$ cat config.mk
export PLATFORM = sky130hd
export DESIGN_NAME = time_counter
export DESIGN_NICKNAME = d
export VERILOG_FILES = /design/src/rtl/time_counter.sv
export SDC_FILE = /design/constraint.sdc
export NUM_CORES = 1
export LEC_CHECK = 0
export CAP_MARGIN = 20
export CORE_UTILIZATION = 30
export DETAILED_ROUTE_END_ITERATION = 7
export SYNTH_ARGS = -nofsm -noshare
export SYNTH_HDL_FRONTEND = slang
export SYNTH_SLANG_ARGS = --single-unit
$ cat constraint.sdc
create_clock -name clk -period 2.95 [get_ports clk]
set_input_delay 0.4425 -clock clk [delete_from_list [all_inputs] [get_ports clk]]
set_output_delay 0.4425 -clock clk [all_outputs]
set_load 0.01 [all_outputs]
$ cat src/rtl/time_counter.sv
// Time-of-day counter for the alarm clock.
// Divides the board clock to a 1 Hz tick, keeps hours/minutes/seconds in
// plain binary, supports manual time setting and rings when the running
// time reaches the armed alarm time.
module time_counter #(
   parameter int CLK_HZ       = 100_000_000,
   parameter int RING_SECONDS = 60
) (
   input  logic       clk,
   input  logic       reset,
   input  logic       run,
   input  logic       set_en,
   input  logic       hour_inc,
   input  logic       min_inc,
   input  logic [4:0] alarm_hr,
   input  logic [5:0] alarm_min,
   input  logic       alarm_en,
   input  logic       alarm_stop,
   output logic [6:0] hours,
   output logic [6:0] minutes,
   output logic [6:0] seconds,
   output logic       tick_1hz,
   output logic       alarm_ring
);

   localparam int PW = (CLK_HZ > 1) ? $clog2(CLK_HZ) : 1;
   localparam int RW = $clog2(RING_SECONDS + 1);
   localparam logic [PW-1:0] PRESC_MAX = PW'(CLK_HZ - 1);
   localparam logic [RW-1:0] RING_LOAD = RW'(RING_SECONDS);
   localparam logic [RW-1:0] RING_LAST = RW'(1);

   localparam logic [0:0] IDLE = 1'b0;
   localparam logic [0:0] RING = 1'b1;

   logic [PW-1:0] presc;
   logic [4:0]    hr;
   logic [5:0]    mn;
   logic [5:0]    sc;
   logic [4:0]    hr_next;
   logic [5:0]    mn_next;
   logic [5:0]    sc_next;
   logic          tick_now;
   logic          sec_wrap;
   logic          min_wrap;
   logic          match;
   logic [0:0]    state;
   logic [RW-1:0] ring_cnt;

   // Decide whether this cycle produces a tick, what the time becomes after
   // it, and whether that new time is the armed alarm time.  Comparing the
   // post-tick time lets the ring start on the same edge the time appears.
   always_comb begin
      tick_now = run && !set_en && (presc == PRESC_MAX);
      sec_wrap = (sc == 6'd59);
      min_wrap = (mn == 6'd59);
      sc_next  = sec_wrap ? 6'd0 : sc + 6'd1;
      mn_next  = mn;
      hr_next  = hr;
      if (sec_wrap) begin
         mn_next = min_wrap ? 6'd0 : mn + 6'd1;
         if (min_wrap) begin
            hr_next = (hr == 5'd23) ? 5'd0 : hr + 5'd1;
         end
      end
      match = tick_now && alarm_en && (hr_next == alarm_hr) &&
              (mn_next == alarm_min) && (sc_next == 6'd0);
   end

   // Prescaler: held at zero in set mode, frozen when not running, and
   // otherwise counting 0..CLK_HZ-1 with a wrap on the tick cycle.
   always_ff @(posedge clk or posedge reset) begin
      if (reset) begin
         presc <= '0;
      end else if (set_en) begin
         presc <= '0;
      end else if (run) begin
         if (presc == PRESC_MAX) begin
            presc <= '0;
         end else begin
            presc <= presc + PW'(1);
         end
      end
   end

   // Registered tick pulse, high for exactly the cycle after the decision.
   always_ff @(posedge clk or posedge reset) begin
      if (reset) begin
         tick_1hz <= 1'b0;
      end else begin
         tick_1hz <= tick_now;
      end
   end

   // Time fields: set mode edits hours/minutes independently and pins
   // seconds to zero; otherwise a tick advances the full carry chain.
   always_ff @(posedge clk or posedge reset) begin
      if (reset) begin
         hr <= 5'd0;
         mn <= 6'd0;
         sc <= 6'd0;
      end else if (set_en) begin
         sc <= 6'd0;
         if (hour_inc) begin
            hr <= (hr == 5'd23) ? 5'd0 : hr + 5'd1;
         end
         if (min_inc) begin
            mn <= (mn == 6'd59) ? 6'd0 : mn + 6'd1;
         end
      end else if (tick_now) begin
         hr <= hr_next;
         mn <= mn_next;
         sc <= sc_next;
      end
   end

   // Alarm FSM: a tick landing on the alarm time starts the ring; stop has
   // top priority, disarming also ends it, else it times out after
   // RING_SECONDS further ticks.
   always_ff @(posedge clk or posedge reset) begin
      if (reset) begin
         state    <= IDLE;
         ring_cnt <= '0;
      end else begin
         case (state)
            IDLE: begin
               if (match) begin
                  state    <= RING;
                  ring_cnt <= RING_LOAD;
               end
            end
            RING: begin
               if (alarm_stop || !alarm_en) begin
                  state    <= IDLE;
                  ring_cnt <= '0;
               end else if (tick_now) begin
                  if (ring_cnt <= RING_LAST) begin
                     state    <= IDLE;
                     ring_cnt <= '0;
                  end else begin
                     ring_cnt <= ring_cnt - RW'(1);
                  end
               end
            end
            default: begin
               state    <= IDLE;
               ring_cnt <= '0;
            end
         endcase
      end
   end

   assign hours      = {2'b00, hr};
   assign minutes    = {1'b0, mn};
   assign seconds    = {1'b0, sc};
   assign alarm_ring = (state == RING);

endmodule
==> results.py <==
metrics = {
    "setup_path": {
        "r2r_start": "hr[1]$_DFFE_PP0P_",
        "startpoint_type": "flip-flop",
        "crit_slowest_cell": "or4_4",
        "path_common_cell": "or4_4",
        "r2r-end": "ring_cnt[5]$_DFFE_PP0P_",
        "cp.required_ns": 3.12,
        "crit_type": "reg2reg",
        "crit_chain": "ha_1 -> nand4_1 -> or4_4 -> mux2_2 -> o211ai_1 -> or4_4 -> buf_4 -> o311ai_0 -> nand3_1",
        "cp_max_fo": 5,
        "arrival_ns": 3.00,
        "r2r_slack_ns": 0.12,
        "end_kind": "flip-flop",
        "reg2regPathDepth": 9,
        "cpPeakStageDelay_ns": 0.51,
    },
    "cells_and_area": {
        "drive_above_1_share_pct": 14.3,
        "most-common-layout-cells": "nand2_1, o21ai_0, dfrtp_1, buf_4, clkdlybuf4s50_1",
        "final_area_um2": 4750,
        "syn_to_final_growth_pct": 27.1,
        "layout.cells.non_filler": 687,
        "final_common_cell": "nand2_1",
        "diodes": 0,
        "layout.nets": 544,
    },
    "global_routing": {
        "track_usage_pct": 17.3,
        "grt_pass1_vias": 3665,
        "antenna_found_initial": 0,
        "grt_overflow": 0,
        "grt_pass1_wl_mm": 18.0,
        "grt_max_degree": 34,
    },
    "clocking": {
        "clk_pin_slew_worst_paths_ns": 0.07,
        "cts_hold_buf": 0,
        "cts-root-buf": "clkbuf_16",
        "clkLatencyLatePin_ns": 0.30,
        "cts_tree": "done",
        "cts_buffers": 5,
        "clock_path_buffers": 2,
        "htree_levels": 2,
        "clkSinkCount": 52,
    },
    "route": {
        "dr.pass1.iters": 4,
        "drt-total-wl_mm": 10.7,
        "wire_per_inst_um": 15.6,
        "drt_iter0_drc": 231,
        "antenna_left": 0,
        "drc": 0,
        "viasPerCell": 5.46,
        "vias": 3748,
    },
    "min_path": {
        "min_path_type": "in2async",
    },
    "synth": {
        "syn-cell-area_um2": 3740,
        "yosysTopAreaCell": "dfrtp_1",
        "ys_types": 63,
        "async_flop_share_pct": 100,
        "synth.top_cell.area_share_pct": 34.8,
        "synth_area_leaders": "dfrtp_1, o21ai_0, nand2_1",
        "synthXorXnorAreaFrac_pct": 3.28,
        "synth_seq_cells": 52,
        "yosysSeqAreaShare_pct": 34.8,
        "synth_compound_area_share_pct": 22.0,
        "synth_ff_type": "dfrtp_1",
        "synthMuxAreaShare_pct": 2.58,
        "avgSynthCellArea_um2": 8.20,
        "synth_simple_gate_area_share_pct": 29.5,
        "synth_top_family_by_area": "simple AND/OR/NAND/NOR gates",
        "synthCells": 456,
        "ys.warnings.count": 0,
        "yosys.area_share.adder_pct": 2.34,
        "synth-edff-count": 0,
    },
    "power": {
        "peakVddDrop_mv": 0.302,
        "p_per_area_nw_per_um2": 539,
        "total_power_w": 0.00256,
        "leakage_nw": 1.88,
    },
    "floorplan": {
        "dieArea_um2": 12900,
        "die_x_um": 114,
        "coreArea_um2": 12100,
        "io-pin-count": 42,
        "start_util_pct": 31.0,
        "num_rows": 40,
        "fp.dieH_um": 114,
    },
    "run_status": {
        "status": "finished, final reports clean",
    },
    "timing": {
        "fin_tns_setup_ns": 0,
        "fin_crit_sh_pct": 96.0,
        "min_period_ns": 2.83,
        "maxSlewViolCount": 0,
        "fmax_mhz": 353,
        "hold_violations": 0,
        "finalSetupViolations": 0,
        "fin_skew_ns": 0.00808,
        "worstMarginPinSlew_ns": 0.793,
        "max_slew_margin_pct": 47.1,
        "rsz0062_at_grt": "no",
    },
    "flow_run": {
        "drv_cap": 0,
    },
    "placement": {
        "place.gp.congestion": 0.883,
        "place_hpwl_mm": 7.98,
        "place_area_um2": 4540,
        "placed_cells": 679,
        "port_buffers": 37,
    },
}
layout make-up:
class	instances	area [um^2]
clock buffer	7	153
clock inverter	1	30.0
fill	1201	7310
inverter	10	37.5
multi-input combinational	368	2300
sequential	52	1310
tap	168	210
timing repair buffer	81	717
state kept, by name, summed over array words and instances, names as in the netlist:
signal and count:
alarm_ring 1, hr 5, mn 6, presc 27
ring_cnt 6, sc 6, tick_1hz 1
where the power goes:
part	leakage [nW]	total [W]	internal (W)	switching, W
clock	0.0901	0.000726	0.000448	0.000279
combinational	1.10	0.000974	0.000481	0.000493
sequential	0.697	0.000859	0.000781	0.0000778
total	1.88	0.00256	0.00171	0.000849
repair_timing:
item / in CTS / in global routing
buffers inserted: 0 / 0
setup endpoints to repair: 0 / 7
gates resized for setup: 0 / 10
synthesized netlist by cell type (5+ instances only):
cell type / count
nand2_1: 59
dfrtp_1: 52
o21ai_0: 49
nor2_1: 30
nand3_1: 29
a21oi_1: 14
nand4_1: 14
clkbuf_1: 12
nand2b_1: 11
inv_1: 10
nor3_1: 10
o31ai_1: 10
nor2b_1: 9
buf_4: 8
xor2_1: 8
a22o_1: 7
ha_1: 7
and3_1: 6
buf_2: 6
o311ai_0: 6
xnor2_1: 6
mux2_2: 5
nor4_1: 5
o211ai_1: 5
or3_1: 5
worst max path at each step:
stage | from | end | depth (start not counted)
global route | hr[1]$_DFFE_PP0P_ | ring_cnt[5]$_DFFE_PP0P_ | 9
global placement | alarm_min[4] | ring_cnt[1]$_DFFE_PP0P_ | 8
CTS | sc[1]$_DFFE_PP0P_ | ring_cnt[3]$_DFFE_PP0P_ | 11
detailed placement | alarm_min[4] | ring_cnt[3]$_DFFE_PP0P_ | 9
floorplan | hr[0]$_DFFE_PP0P_ | ring_cnt[1]$_DFFE_PP0P_ | 10
finish | hr[1]$_DFFE_PP0P_ | ring_cnt[5]$_DFFE_PP0P_ | 9
worst max-delay path: cells and delay by family, from the launching register on:
family,cells,cell delay [ns]
compound gates,2,0.43
fa+ha+maj,1,0.22
buf+inv,1,0.17
flops,1,0.41
mux,1,0.24
simple gates,4,1.23
metal layers:
layer	global-route usage [%]	share of wire (%)	wire, um	vias up
met3	2.71	4.1	440	22
met4	6.14	2.2	240	0
met2	29.7	49	5290	93
li1	-	-	-	1806
met1	22.1	44	4730	1827
met5	0	0	0	-
cell families after synthesis:
logic type / Yosys count
AO/OA/AOI/OAI: 126
XOR/XNOR: 14
adder cells (fa/ha/maj): 7
buffers and inverters: 39
flip-flops: 52
multiplexers: 9
other: 1
AND/OR/NAND/NOR: 208
per-stage QoR:
stage	util, %	hold WS, ns	worst slack [ns]
floorplan	-	0.480	0.0000289
global placement	37.5	0.513	-0.104
detailed placement	37.6	0.528	-0.174
CTS	39.1	0.517	0.00107
global route	39.4	0.536	0.00619
finish	39.4	0.497	0.117
Power figures use the tool's default switching activity.
